===== config.mk =====
export PLATFORM = sky130hd
export DESIGN_NAME = fifo_drain_serializer_flat
export DESIGN_NICKNAME = d
export VERILOG_FILES = /design/src/rtl/fifo_drain_serializer_if.sv /design/src/rtl/fifo_drain_serializer.sv /design/src/flat_wrapper.sv
export SDC_FILE = /design/constraint.sdc
export NUM_CORES = 1
export LEC_CHECK = 0
export ABC_CLOCK_PERIOD_IN_PS = 2680
export CORE_ASPECT_RATIO = 1.25
export CORE_MARGIN = 5
export CORE_UTILIZATION = 30
export DETAILED_ROUTE_END_ITERATION = 12
export GPL_ROUTABILITY_DRIVEN = 0
export SLEW_MARGIN = 20
export SYNTH_ARGS = -nofsm -noshare
export SYNTH_HDL_FRONTEND = slang
export SYNTH_SLANG_ARGS = --single-unit

===== constraint.sdc =====
create_clock -name clk -period 2.68 [get_ports clk]
set_clock_uncertainty 0.2 [all_clocks]
set_input_delay 0.402 -clock clk [delete_from_list [all_inputs] [get_ports clk]]
set_output_delay 0.402 -clock clk [all_outputs]
set_load 0.02 [all_outputs]

===== src/rtl/fifo_drain_serializer_if.sv =====
// Stream bundle between the FIFO read side, the drain stage and its sink.
// master: the serializer side; slave: the FIFO plus sink environment.
interface fifo_drain_serializer_if #(
  parameter int DATA_WIDTH = 32,
  parameter int OUT_WIDTH  = 8
);
  logic                  fifo_empty;
  logic [DATA_WIDTH-1:0] fifo_read_data;
  logic                  fifo_read_en;
  logic                  out_valid;
  logic                  out_ready;
  logic [OUT_WIDTH-1:0]  out_data;
  logic                  out_last;
  logic                  busy;

  modport master (
    input  fifo_empty,
    input  fifo_read_data,
    input  out_ready,
    output fifo_read_en,
    output out_valid,
    output out_data,
    output out_last,
    output busy
  );

  modport slave (
    output fifo_empty,
    output fifo_read_data,
    output out_ready,
    input  fifo_read_en,
    input  out_valid,
    input  out_data,
    input  out_last,
    input  busy
  );
endinterface


===== src/rtl/fifo_drain_serializer.sv =====
// FIFO drain stage: pops words and emits RATIO beats each with out_last.
// FIFO_DRAIN_PREFETCH_EN adds a prefetch word so words stream bubble-free.
module fifo_drain_serializer #(
  parameter int DATA_WIDTH = 32,
  parameter int OUT_WIDTH  = 8,
  parameter int MSB_FIRST  = 0
) (
  input logic clk,
  input logic rst,
  fifo_drain_serializer_if.master bus
);

  localparam int RATIO = DATA_WIDTH / OUT_WIDTH;
  localparam int CW = (RATIO > 2) ? $clog2(RATIO) : 1;

  if (RATIO < 2 || (DATA_WIDTH % OUT_WIDTH) != 0) begin : g_cfg_err
    $fatal(1, "fifo_drain_serializer: bad DATA_WIDTH/OUT_WIDTH");
  end

  typedef enum logic {IDLE, SEND} state_t;

  state_t                state;
  state_t                state_nxt;
  logic [DATA_WIDTH-1:0] shift_reg;
  logic [CW-1:0]         beat_cnt;
  logic                  last;
  logic                  xfer;
  logic                  pop;
  logic                  load_fifo;
  logic                  advance;
`ifdef FIFO_DRAIN_PREFETCH_EN
  logic [DATA_WIDTH-1:0] pre_reg;
  logic                  pre_valid;
  logic                  fill_pre;
  logic                  load_pre;
`endif

  assign last = (beat_cnt == CW'(RATIO - 1));
  assign bus.out_valid = (state == SEND);
  assign bus.out_last  = (state == SEND) && last;
  assign xfer = bus.out_valid && bus.out_ready;
  assign bus.out_data = (MSB_FIRST != 0)
    ? shift_reg[DATA_WIDTH-1 -: OUT_WIDTH]
    : shift_reg[OUT_WIDTH-1:0];
  // Pop is masked by rst so the FIFO is never drained while in reset.
  assign bus.fifo_read_en = pop && !rst;
`ifdef FIFO_DRAIN_PREFETCH_EN
  assign bus.busy = (state == SEND) || pre_valid;
`else
  assign bus.busy = (state == SEND);
`endif

  always_ff @(posedge clk) begin
    if (rst) state <= IDLE;
    else     state <= state_nxt;
  end

  always_comb begin
    state_nxt = state;
    pop       = 1'b0;
    load_fifo = 1'b0;
    advance   = 1'b0;
`ifdef FIFO_DRAIN_PREFETCH_EN
    fill_pre  = 1'b0;
    load_pre  = 1'b0;
`endif
    unique case (state)
      IDLE: begin
        pop = !bus.fifo_empty;
        if (pop) begin
          load_fifo = 1'b1;
          state_nxt = SEND;
        end
      end
      SEND: begin
`ifdef FIFO_DRAIN_PREFETCH_EN
        pop = !pre_valid && !bus.fifo_empty;
        unique case (1'b1)
          (xfer && last && pre_valid): load_pre  = 1'b1;
          (xfer && last && pop):       load_fifo = 1'b1;
          (xfer && last):              state_nxt = IDLE;
          default: begin
            fill_pre = pop;
            advance  = xfer;
          end
        endcase
`else
        if (xfer) begin
          if (last) state_nxt = IDLE;
          else      advance   = 1'b1;
        end
`endif
      end
    endcase
  end

  always_ff @(posedge clk) begin
    if (rst) begin
      shift_reg <= '0;
      beat_cnt  <= '0;
    end else if (load_fifo) begin
      shift_reg <= bus.fifo_read_data;
      beat_cnt  <= '0;
`ifdef FIFO_DRAIN_PREFETCH_EN
    end else if (load_pre) begin
      shift_reg <= pre_reg;
      beat_cnt  <= '0;
`endif
    end else if (advance) begin
      shift_reg <= (MSB_FIRST != 0)
        ? (shift_reg << OUT_WIDTH)
        : (shift_reg >> OUT_WIDTH);
      beat_cnt  <= beat_cnt + 1'b1;
    end
  end

`ifdef FIFO_DRAIN_PREFETCH_EN
  always_ff @(posedge clk) begin
    if (rst) begin
      pre_reg   <= '0;
      pre_valid <= 1'b0;
    end else if (fill_pre) begin
      pre_reg   <= bus.fifo_read_data;
      pre_valid <= 1'b1;
    end else if (load_pre) begin
      pre_valid <= 1'b0;
    end
  end
`endif

endmodule


===== src/flat_wrapper.sv =====
// flat-port wrapper written by rule: the top's interface ports become plain ports
module fifo_drain_serializer_flat 
#(
  parameter int DATA_WIDTH = 32,
  parameter int OUT_WIDTH  = 8,
  parameter int MSB_FIRST  = 0
)
  (clk, rst, bus_fifo_empty, bus_fifo_read_data, bus_out_ready, bus_fifo_read_en, bus_out_valid, bus_out_data, bus_out_last, bus_busy);
  fifo_drain_serializer_if #(.DATA_WIDTH(DATA_WIDTH), .OUT_WIDTH(OUT_WIDTH)) bus_i ();
  input logic clk;
  input logic rst;
  input wire logic [$bits(bus_i.fifo_empty)-1:0] bus_fifo_empty;
  input wire logic [$bits(bus_i.fifo_read_data)-1:0] bus_fifo_read_data;
  input wire logic [$bits(bus_i.out_ready)-1:0] bus_out_ready;
  output wire logic [$bits(bus_i.fifo_read_en)-1:0] bus_fifo_read_en;
  output wire logic [$bits(bus_i.out_valid)-1:0] bus_out_valid;
  output wire logic [$bits(bus_i.out_data)-1:0] bus_out_data;
  output wire logic [$bits(bus_i.out_last)-1:0] bus_out_last;
  output wire logic [$bits(bus_i.busy)-1:0] bus_busy;
  assign bus_i.fifo_empty = bus_fifo_empty;
  assign bus_i.fifo_read_data = bus_fifo_read_data;
  assign bus_i.out_ready = bus_out_ready;
  assign bus_fifo_read_en = bus_i.fifo_read_en;
  assign bus_out_valid = bus_i.out_valid;
  assign bus_out_data = bus_i.out_data;
  assign bus_out_last = bus_i.out_last;
  assign bus_busy = bus_i.busy;
  fifo_drain_serializer #(.DATA_WIDTH(DATA_WIDTH), .OUT_WIDTH(OUT_WIDTH), .MSB_FIRST(MSB_FIRST)) u_core (.clk(clk), .rst(rst), .bus(bus_i));
endmodule

==> results.cfg <==
[route]
ant_nets = 0
first_pass_iters = 4
dr_total_vias = 1386
wl_um = 3850
wl_per_cell_um = 13.1
routed_via_density = 4.71
route.detailed.drc = 0
drt_iter0_markers = 58

[floorplan]
initial_core_util_pct = 30.7
die-area_um2 = 7170
core_um2 = 5440
die_y_um = 93.5
die_w_um = 76.8
ios = 48
placementRows = 30

[worst_setup_path]
slowest_delay_ns = 0.65
critPathRequiredTime_ns = 2.08
critPathMaxFanout = 2
crit_path_start_kind = input port
crit_slowest_cell = clkdlybuf4s50_1
worstSetupPathType = input port to output port
worstPathArrival_ns = 1.98
crit_chain = clkdlybuf4s50_1, or2_2, nor2_1, clkdlybuf4s50_1
crit_top_cell = clkdlybuf4s50_1
end_kind = output port

[placed_design]
port_buffers = 47
detailed_place_hpwl_um = 2480
placed_area_um2 = 2070
dp_worst_setup_slack_ns = 0.0820

[sta]
layout_worst_path_cycle_share_pct = 96.3
fmax_mhz = 388
final_hold_viol_count = 0
rsz0062_at_grt = false
maxSlewHeadroom_pct = 68.4
fin_ws_ns = 0.0995
finalSetupTns_ns = 0
slew_viol_final = 0
tightest_slew_ns = 0.475
period_minus_slack_ns = 2.58
setup_viol = 0

[layout]
diodes = 0
drive_above_1_share_pct = 16.5
final_cell_area_um2 = 2190
largest_reg_flops = 32
area.sequential_um2 = 701
final_nets = 266
multi_input_area_um2 = 782
areaGrowthSynthToFinish_pct = 31.1
fillCellCount = 592
final_util_pct = 40.3

[power_and_ir_drop]
comb_power_share_pct = 18.8
switching_share_pct = 25.5
p_int_mw = 0.986
pwr-share-seq_pct = 44.0
p_leak_nw = 0.795
powerDensity_nw_per_um2 = 604
switchingPower_mw = 0.338
ir_drop_mv = 0.205
pwr-share-clk_pct = 37.2

[clocking]
clkTransAtPathRegs_ns = 0.07
htree_levels = 2
clkLatencyLatePin_ns = 0.29
cts_setup_buffers = 0
cts_buffers = 5
clockBufferDepth = 2
tritoncts = yes
cts_hold_buf = 0
clock_sinks = 35
cts-root-buf = clkbuf_8
postCtsResizedCells = 0

[flow_run]
maxCapViolCount = 0

[hold_path]
min_path_type = flip-flop to flip-flop

[synth]
ys_types = 23
synthTopCellsByArea = dfxtp_1 (42%), a211oi_2 (13%), a21oi_1 (9.3%), nand2_1 (7.4%), nor2_1 (5.8%)
yosysTopAreaCellShare_pct = 41.9
syn_inst = 195
netlist_area_um2 = 1670
synth_fp_nets = 232
synth_seq_cells = 35
ys_seq_area_share_pct = 41.9
ys_warn_count = 0
synth_top_area_cell = dfxtp_1
syn_area_per_cell_um2 = 8.57

[global_routing]
use_met1_pct = 13.3
grt_pass1_wl_um = 6470
antenna_found_initial = 0
grt_max_degree = 36
use_met2_pct = 17.9
gr-usage-met3_pct = 3.47
grt_overflow_total = 0
first_global_vias = 1398
grtUsageTotal_pct = 11.1
top_usage_layer = met2

[outcome]
status = finished, final reports clean
kinds of logic after synthesis:
group / synth area share, %
multiplexers: 0.599
adder cells (fa/ha/maj): 0.748
flip-flops: 41.9
buffers and inverters: 11.3
AND/OR/NAND/NOR: 18.4
XOR/XNOR: 0.524
AO/OA/AOI/OAI: 26.5
cell usage in the layout, fill, tap and decap left out:
| cell | Yosys | layout |
|---|---|---|
| a211oi_1 | 6 | 6 |
| a211oi_2 | 18 | 18 |
| a21oi_1 | 31 | 31 |
| a21oi_2 | 2 | 2 |
| and2_2 | 1 | 1 |
| and3b_1 | 1 | 1 |
| buf_2 | 5 | 1 |
| buf_4 | 12 | 6 |
| bufinv_16 | 0 | 1 |
| clkbuf_8 | 0 | 6 |
| clkdlybuf4s50_1 | 0 | 46 |
| clkinv_2 | 0 | 1 |
| dfxtp_1 | 35 | 35 |
| ha_1 | 1 | 1 |
| mux2i_1 | 1 | 1 |
| nand2_1 | 33 | 33 |
| nand3_1 | 8 | 8 |
| nand3b_1 | 1 | 1 |
| nor2_1 | 26 | 26 |
| nor2_2 | 1 | 1 |
| nor3_1 | 2 | 2 |
| or2_2 | 1 | 1 |
| xnor2_1 | 1 | 1 |
synthesized netlist by cell type:
master,number
a211oi_1,6
a211oi_2,18
a21oi_1,31
a21oi_2,2
and2_2,1
and3b_1,1
buf_1,1
buf_12,2
buf_2,5
buf_4,12
buf_6,1
clkbuf_1,5
dfxtp_1,35
ha_1,1
mux2i_1,1
nand2_1,33
nand3_1,8
nand3b_1,1
nor2_1,26
nor2_2,1
nor3_1,2
or2_2,1
xnor2_1,1
path summary, 6_finish.rpt:
kind	end	start	cells after the start	slack [ns]
max	bus_fifo_read_en	bus_fifo_empty	4	0.1
min	u_core.shift_reg[10]	u_core.shift_reg[10]	2	0.26
max reg2reg	u_core.shift_reg[18]	u_core.beat_cnt[0]	5	0.98
min reg2reg	u_core.shift_reg[10]	u_core.shift_reg[10]	2	0.26
critical path: cells and delay by family:
family / cells / cell delay [ns]
buf+inv: 2 / 1.08
simple gates: 2 / 0.49
power groups by stage:
stage                     clock network, mW  logic [mW]  registers, mW
after floorplan                           0       0.174          0.592
after global placement                    0       0.250          0.594
after detailed placement                  0       0.252          0.595
after CTS                             0.510       0.254          0.583
after global routing                  0.531       0.275          0.588
final                                 0.492       0.248          0.583
through the flow:
stage,hold slack [ns],power (mW),instances
2_1_floorplan,0.237,0.765,195
3_3_place_gp,0.246,0.844,286
3_5_place_dp,0.252,0.847,286
4_1_cts,0.262,1.35,294
5_1_grt,0.281,1.39,294
6_report,0.262,1.32,294
cell type report:
cell class	instances	share of cell area, %
Tap cell	64	3.66
Multi-Input combinational cell	134	35.7
Clock buffer	6	3.77
Sequential cell	35	32.0
Timing Repair Buffer	53	23.3
Clock inverter	2	1.60
per-layer routing:
| layer | part of all wire [%] | vias up |
|---|---|---|
| met3 | 5.6 | 6 |
| met4 | 2.1 | 0 |
| met5 | 0 | - |
| met2 | 49 | 30 |
| met1 | 43 | 626 |
| li1 | - | 724 |
(Power assumes the default switching activity.)
==> variant 1: new RTL, config.mk and constraints unchanged <==
`OUT_WIDTH` is set to 8 in 3 places; all go to 16.
--- a/src/rtl/fifo_drain_serializer_if.sv
+++ b/src/rtl/fifo_drain_serializer_if.sv
@@ -4,3 +4,3 @@
   parameter int DATA_WIDTH = 32,
-  parameter int OUT_WIDTH  = 8
+  parameter int OUT_WIDTH  = 16
 );
--- a/src/rtl/fifo_drain_serializer.sv
+++ b/src/rtl/fifo_drain_serializer.sv
@@ -4,3 +4,3 @@
   parameter int DATA_WIDTH = 32,
-  parameter int OUT_WIDTH  = 8,
+  parameter int OUT_WIDTH  = 16,
   parameter int MSB_FIRST  = 0
--- a/src/flat_wrapper.sv
+++ b/src/flat_wrapper.sv
@@ -4,3 +4,3 @@
   parameter int DATA_WIDTH = 32,
-  parameter int OUT_WIDTH  = 8,
+  parameter int OUT_WIDTH  = 16,
   parameter int MSB_FIRST  = 0
Ports: changed (resized bus_out_data); port bits go from 48 to 56. No check against the original RTL was run, so the function may have changed too.
==> variant 1 against the unedited design <==
  * Sequential power decreased by 2%
  * Worst hold slack lost 0.0050 ns
  * Setup slack improved by 0.15 ns
  * First-iteration DRC count increased by 17%
  * Cell count shrank 14%
  * Clock power fell by 24%
  * Total power down 10%
  * Die area is 12% lower
  * Sequential cell count shrank 1
  * Count of clock-buffer cells in the layout rose by 1
  * Synthesized area fell by 13%
  * Utilization rose by 1.8 points
  * Cell area fell by 9.1%
  * Wire length decreased by 8.1%
==> variant 1: results (changes against the unedited design) <==
----------------------------------------------------
[Outcome]
  Run status ... finished, final reports clean

[Layout]
  Final layout net count ... 229 (-14%)
  Number of filler cells placed in the layout ... 492 (-17%)
  Share of final-layout standard cells stronger than drive strength 1 ... 7.73% (-8.8 points)
  Max reg flops ... 32 (unchanged)
  Ant diodes ... 0 (unchanged)

[Global routing]
  All-layer global routing usage ... 11.9% (+0.87 points)
  Pin count of the biggest net entering global routing ... 20 (-44%)
  First-pass GRT wire length ... 5820 um (-10%)
  Antenna violations before repair ... 0 (unchanged)

[Synthesis]
  Leading cell types by count after synthesis ... sky130_fd_sc_hd__dfxtp_1 (34), sky130_fd_sc_hd__buf_4 (19), sky130_fd_sc_hd__nor2_1 (18)
  Complex-gate fraction of the synthesized area ... 24.3% (-2.2 points)
  Share of cell area taken by muxes after synthesis ... 0% (-0.60 points)
  Nets in the synthesized netlist ... 190 (-18%)
  Number of distinct library cell variants in the gate-level netlist after synthesis ... 18 (-22%)
  Synth Area in XOR/XNOR ... 0% (-0.52 points)
  Number of warnings issued by yosys ... 0 (unchanged)
  Adder-cell share of the synthesized area ... 0% (-0.75 points)
  Fraction of the yosys area taken by sequential cells ... 46.8% (+4.9 points)
  Asr flop ratio synth ... 0% (unchanged)
  Top cells by area in the synthesized netlist ... sky130_fd_sc_hd__dfxtp_1 (47%), sky130_fd_sc_hd__buf_4 (9.8%), sky130_fd_sc_hd__a22o_1 (9.6%), sky130_fd_sc_hd__a211oi_1 (8.3%), sky130_fd_sc_hd__a21oi_1 (5.9%)

[Setup path]
  Worst-path fanout max ... 2 (unchanged)
  Setup slack of the most critical reg-to-reg path ... 0.88 ns (-0.10 ns)
  Worst path arrival time ... 1.83 ns (-0.15 ns)

[Routing]
  Drt first-iter violations ... 68 (+17%)
  Routed length per instance ... 13.9 um (+6.4%)
  DR vias ... 1163 (-16%)
  First-pass detailed-route iteration total ... 4 (unchanged)

[Pwr]
  Largest vdd supply drop ... 0.000220 V (+7.5%)
  Leakage component of the power ... 0.000755 uW (-5.0%)

[Clock tree]
  Num CTS Buffers ... 5 (unchanged)
  Clock latency at the later pin of the worst-skew pair ... 0.27 ns (-0.02 ns)
  Buffer cell driving the clock tree root ... sky130_fd_sc_hd__clkbuf_8
  Count of instances resized after the clock tree is built ... 0 (unchanged)
  Maximum level of the CTS H-tree ... 2 (unchanged)
  Buffer depth of the longest clock path ... 2 (unchanged)
  Number of setup buffers added after CTS ... 0 (unchanged)
  Clock transition at path regs ... roughly 0.060 ns

[Min path]
  Class of the worst hold path ... flop to flop

[Timing]
  Worst-margin pin slew ... 0.673 ns (+0.198 ns)

[Place]
  Port bufs ... 55 (+17%)
  HPWL reported at the end of detailed placement ... 2690 um (+8.2%)

----------------------------------------------------
variant 1: cell types whose count changed after synthesis, moves of 4 or more:
cell and delta:
sky130_fd_sc_hd__a211oi_1 +10, sky130_fd_sc_hd__a211oi_2 -18, sky130_fd_sc_hd__a21oi_1 -14, sky130_fd_sc_hd__a22o_1 +16
sky130_fd_sc_hd__buf_4 +7, sky130_fd_sc_hd__buf_6 +4, sky130_fd_sc_hd__clkbuf_1 -4, sky130_fd_sc_hd__nand2_1 -16
sky130_fd_sc_hd__nand3_1 -8, sky130_fd_sc_hd__nor2_1 -8
variant 1: power by group:
part	leakage [uW]	internal, uW	switching (uW)	total [uW]
Combinational	0.000427	129	115	244
Sequential	0.000281	545	23.8	569
Clock	0.0000482	207	166	373
Total	0.000755	881	305	1190
variant 1: path summary, 6_finish.rpt:
check | start | end | cells past startpoint
worst max-delay path | bus_fifo_empty | bus_fifo_read_en | 4
worst min-delay path | u_core.shift_reg[7]$_SDFFE_PP0P_ | u_core.shift_reg[7]$_SDFFE_PP0P_ | 2
worst min register to register | u_core.shift_reg[7]$_SDFFE_PP0P_ | u_core.shift_reg[7]$_SDFFE_PP0P_ | 2
worst max register to register | u_core.bus.busy$_SDFF_PP0_ | u_core.shift_reg[0]$_SDFFE_PP0P_ | 4
variant 1: metrics by stage:
step | cells | instance area, um2 | worst slack (ns) | hold slack [ns]
2_1_floorplan | 154 | 1450 | 0.899 | 0.237
3_3_place_gp | 246 | 1900 | 0.242 | 0.247
3_5_place_dp | 246 | 1900 | 0.244 | 0.250
4_1_cts | 254 | 1990 | 0.241 | 0.259
5_1_grt | 254 | 1990 | 0.201 | 0.280
6_report | 254 | 1990 | 0.248 | 0.257
variant 1: logic make-up after synthesis:
family,after synthesis
buffers and inverters,28
AO/OA/AOI/OAI,50
AND/OR/NAND/NOR,42
flip-flops,34
variant 1: routing by layer:
metal	routed length, um	part of all wire (%)	track usage (%)
met1	1500	42	14.2
met2	1810	51	19.9
met3	173	4.9	3.56
met4	53	1.5	5.13
met5	0	0	0
variant 1: critical path: stages:
cell,delay (ns)
sky130_fd_sc_hd__clkdlybuf4s50_1,0.42
sky130_fd_sc_hd__or2_1,0.30
sky130_fd_sc_hd__nor2_8,0.10
sky130_fd_sc_hd__clkdlybuf4s50_1,0.60
variant 1: final cells by class:
cell class | instances | area (um2) | area share, %
clock buffers | 7 | 86.3 | 4.34
clock inverters | 1 | 5.00 | 0.251
multi-input cells | 92 | 556 | 27.9
flip-flops and latches | 34 | 681 | 34.2
well taps | 60 | 75.1 | 3.77
repair buffers | 60 | 588 | 29.5
==> variant 2: new RTL, config.mk and constraints unchanged <==
Made on the original files. Build with the macro `FIFO_DRAIN_PREFETCH_EN` defined.
--- a/src/rtl/fifo_drain_serializer.sv
+++ b/src/rtl/fifo_drain_serializer.sv
@@ -2,2 +2,4 @@
 // FIFO_DRAIN_PREFETCH_EN adds a prefetch word so words stream bubble-free.
+`define FIFO_DRAIN_PREFETCH_EN
+
 module fifo_drain_serializer #(
Formal check against the unedited RTL: not equivalent (Yosys sat finds a counterexample within 4 cycles, from zero or initial values and one cycle with rst high).
==> variant 2 against the unedited design <==
  * Synthesized cell count increased by 100%
  * Synthesized area increased by 87%
  * Combinational power increased by 46%
  * Non-clock buffer count increased by 16
  * Wire length increased by 120%
  * Setup slack improved by 0.13 ns
  * Cell area increased by 85%
  * First-iteration DRC count increased by 150%
  * Total power increased by 99%
  * Die area increased by 75%
  * Sequential cell count increased by 33
  * Register-to-register slack got worse by 0.32 ns
  * Count of clock-buffer cells in the layout increased by 6
  * Critical endpoint unchanged
  * Largest cell class unchanged
  * Largest power group is now the clock network
  * Highest routed layer unchanged
==> variant 2: results (changes against the unedited design) <==
----------------------------------------------------
[Synthesis]
  Fraction of the yosys area taken by sequential cells ... 43.7% (+1.7 points)
  Nets in the synthesized netlist ... 429 (+85%)
  Leading cell types by count after synthesis ... sky130_fd_sc_hd__nand2_1 (119), sky130_fd_sc_hd__dfxtp_1 (68), sky130_fd_sc_hd__a21oi_1 (32)
  Number of distinct library cell variants in the gate-level netlist after synthesis ... 34 (+48%)
  Top cells by area in the synthesized netlist ... sky130_fd_sc_hd__dfxtp_1 (44%), sky130_fd_sc_hd__nand2_1 (14%), sky130_fd_sc_hd__a32o_1 (7.7%), sky130_fd_sc_hd__nand2b_1 (5.4%), sky130_fd_sc_hd__a21oi_1 (5.1%)

[Setup path]
  Setup slack of the most critical reg-to-reg path ... 0.66 ns (-0.32 ns)
  Worst setup path startpoint ... rst
  Worst path arrival time ... 1.85 ns (-0.13 ns)
  Worst-path fanout max ... 5 (+3)

[Clock tree]
  Clock transition at path regs ... 0.05 ns (-0.02 ns)
  Num CTS Buffers ... 9 (+4)
  Clock latency at the later pin of the worst-skew pair ... 0.32 ns (+0.03 ns)
  Maximum level of the CTS H-tree ... 3 (+1)
  Buffer cell driving the clock tree root ... sky130_fd_sc_hd__clkbuf_16

[Place]
  HPWL reported at the end of detailed placement ... 5760 um (+130%)
  Placement Setup Slack ... 0.0632 ns (-0.0188 ns)

[Global routing]
  Pin count of the biggest net entering global routing ... 35 (-2.8%)
  First-pass GRT wire length ... 13800 um (+110%)
  Number of global-route vias before repair ... 2835 (+100%)
  All-layer global routing usage ... 13.8% (+2.7 points)

[Outcome]
  Run status ... finished, final reports clean

[Pwr]
  Leakage component of the power ... 0.00145 uW (+82%)
  Largest vdd supply drop ... 0.000395 V (+93%)

[Timing]
  Worst-margin pin slew ... 0.608 ns (+0.134 ns)

[Routing]
  Total length of routed met3 wires ... 328 um (+53%)
  Length of routed wiring on met1 ... 3750 um (+130%)
  Drt first-iter violations ... 143 (+150%)
  Routed length on met2 ... 4160 um (+120%)
  Vias per std cell ... 4.93 (+4.6%)

[Layout]
  Final layout net count ... 469 (+76%)
  Share of final-layout standard cells stronger than drive strength 1 ... 9.43% (-7.1 points)

[Min path]
  Hold Path Origin ... u_core.pre_reg[20]$_SDFFE_PP0P_

----------------------------------------------------
-- variant 2: cell type report --
cell class | count | area [um2]
repair buffers | 69 | 673
inverters | 10 | 37.5
multi-input cells | 274 | 1520
flip-flops and latches | 68 | 1360
fillers | 1044 | 6110
well taps | 129 | 161
clock inverters | 2 | 35.0
clock buffers | 12 | 256
-- variant 2: critical path: cells and delay by family --
kind | cells | cell delay [ns]
compound gates | 1 | 0.27
buf+inv | 2 | 1.17
-- variant 2: path summary, 6_finish.rpt --
path	endpoint	cells after the start
hold reg to reg	u_core.pre_reg[20]$_SDFFE_PP0P_	2
setup / recovery	bus_fifo_read_en	3
setup reg to reg	u_core.shift_reg[19]$_SDFFE_PP0P_	6
hold / removal	u_core.pre_reg[20]$_SDFFE_PP0P_	2
-- variant 2: stage by stage --
stage	cells	hold WS, ns	area [um2]	utilization, %
floorplan	392	0.237	3120	-
global placement	550	0.242	3750	36.9
detailed placement	550	0.247	3750	36.9
CTS	564	0.254	4040	39.8
global route	564	0.269	4050	39.8
finish	564	0.253	4050	39.8
-- variant 2: where the power goes --
| group | total [uW] | internal [uW] | switching, uW |
|---|---|---|---|
| Combinational | 363 | 177 | 186 |
| Clock | 1160 | 759 | 399 |
| Sequential | 1110 | 1080 | 34.3 |
| Total | 2630 | 2010 | 620 |
-- variant 2: routing by layer --
metal	GRT usage (%)	vias to the layer above
met4	3.99	0
met5	0	-
li1	-	1420
met1	17.0	1291
met3	3.03	11
met2	24.1	58
-- variant 2: cell families (layout without fill, tap and decap cells) --
group           Yosys count  in the layout  synth area share, %
simple gates            182            182                 26.2
xor+xnor                  1              1                0.281
flops                    68             68                 43.7
fa+ha+maj                 1              1                0.401
mux                       1              1                0.321
compound gates           89             89                 21.1
buf+inv                  50             93                 7.99
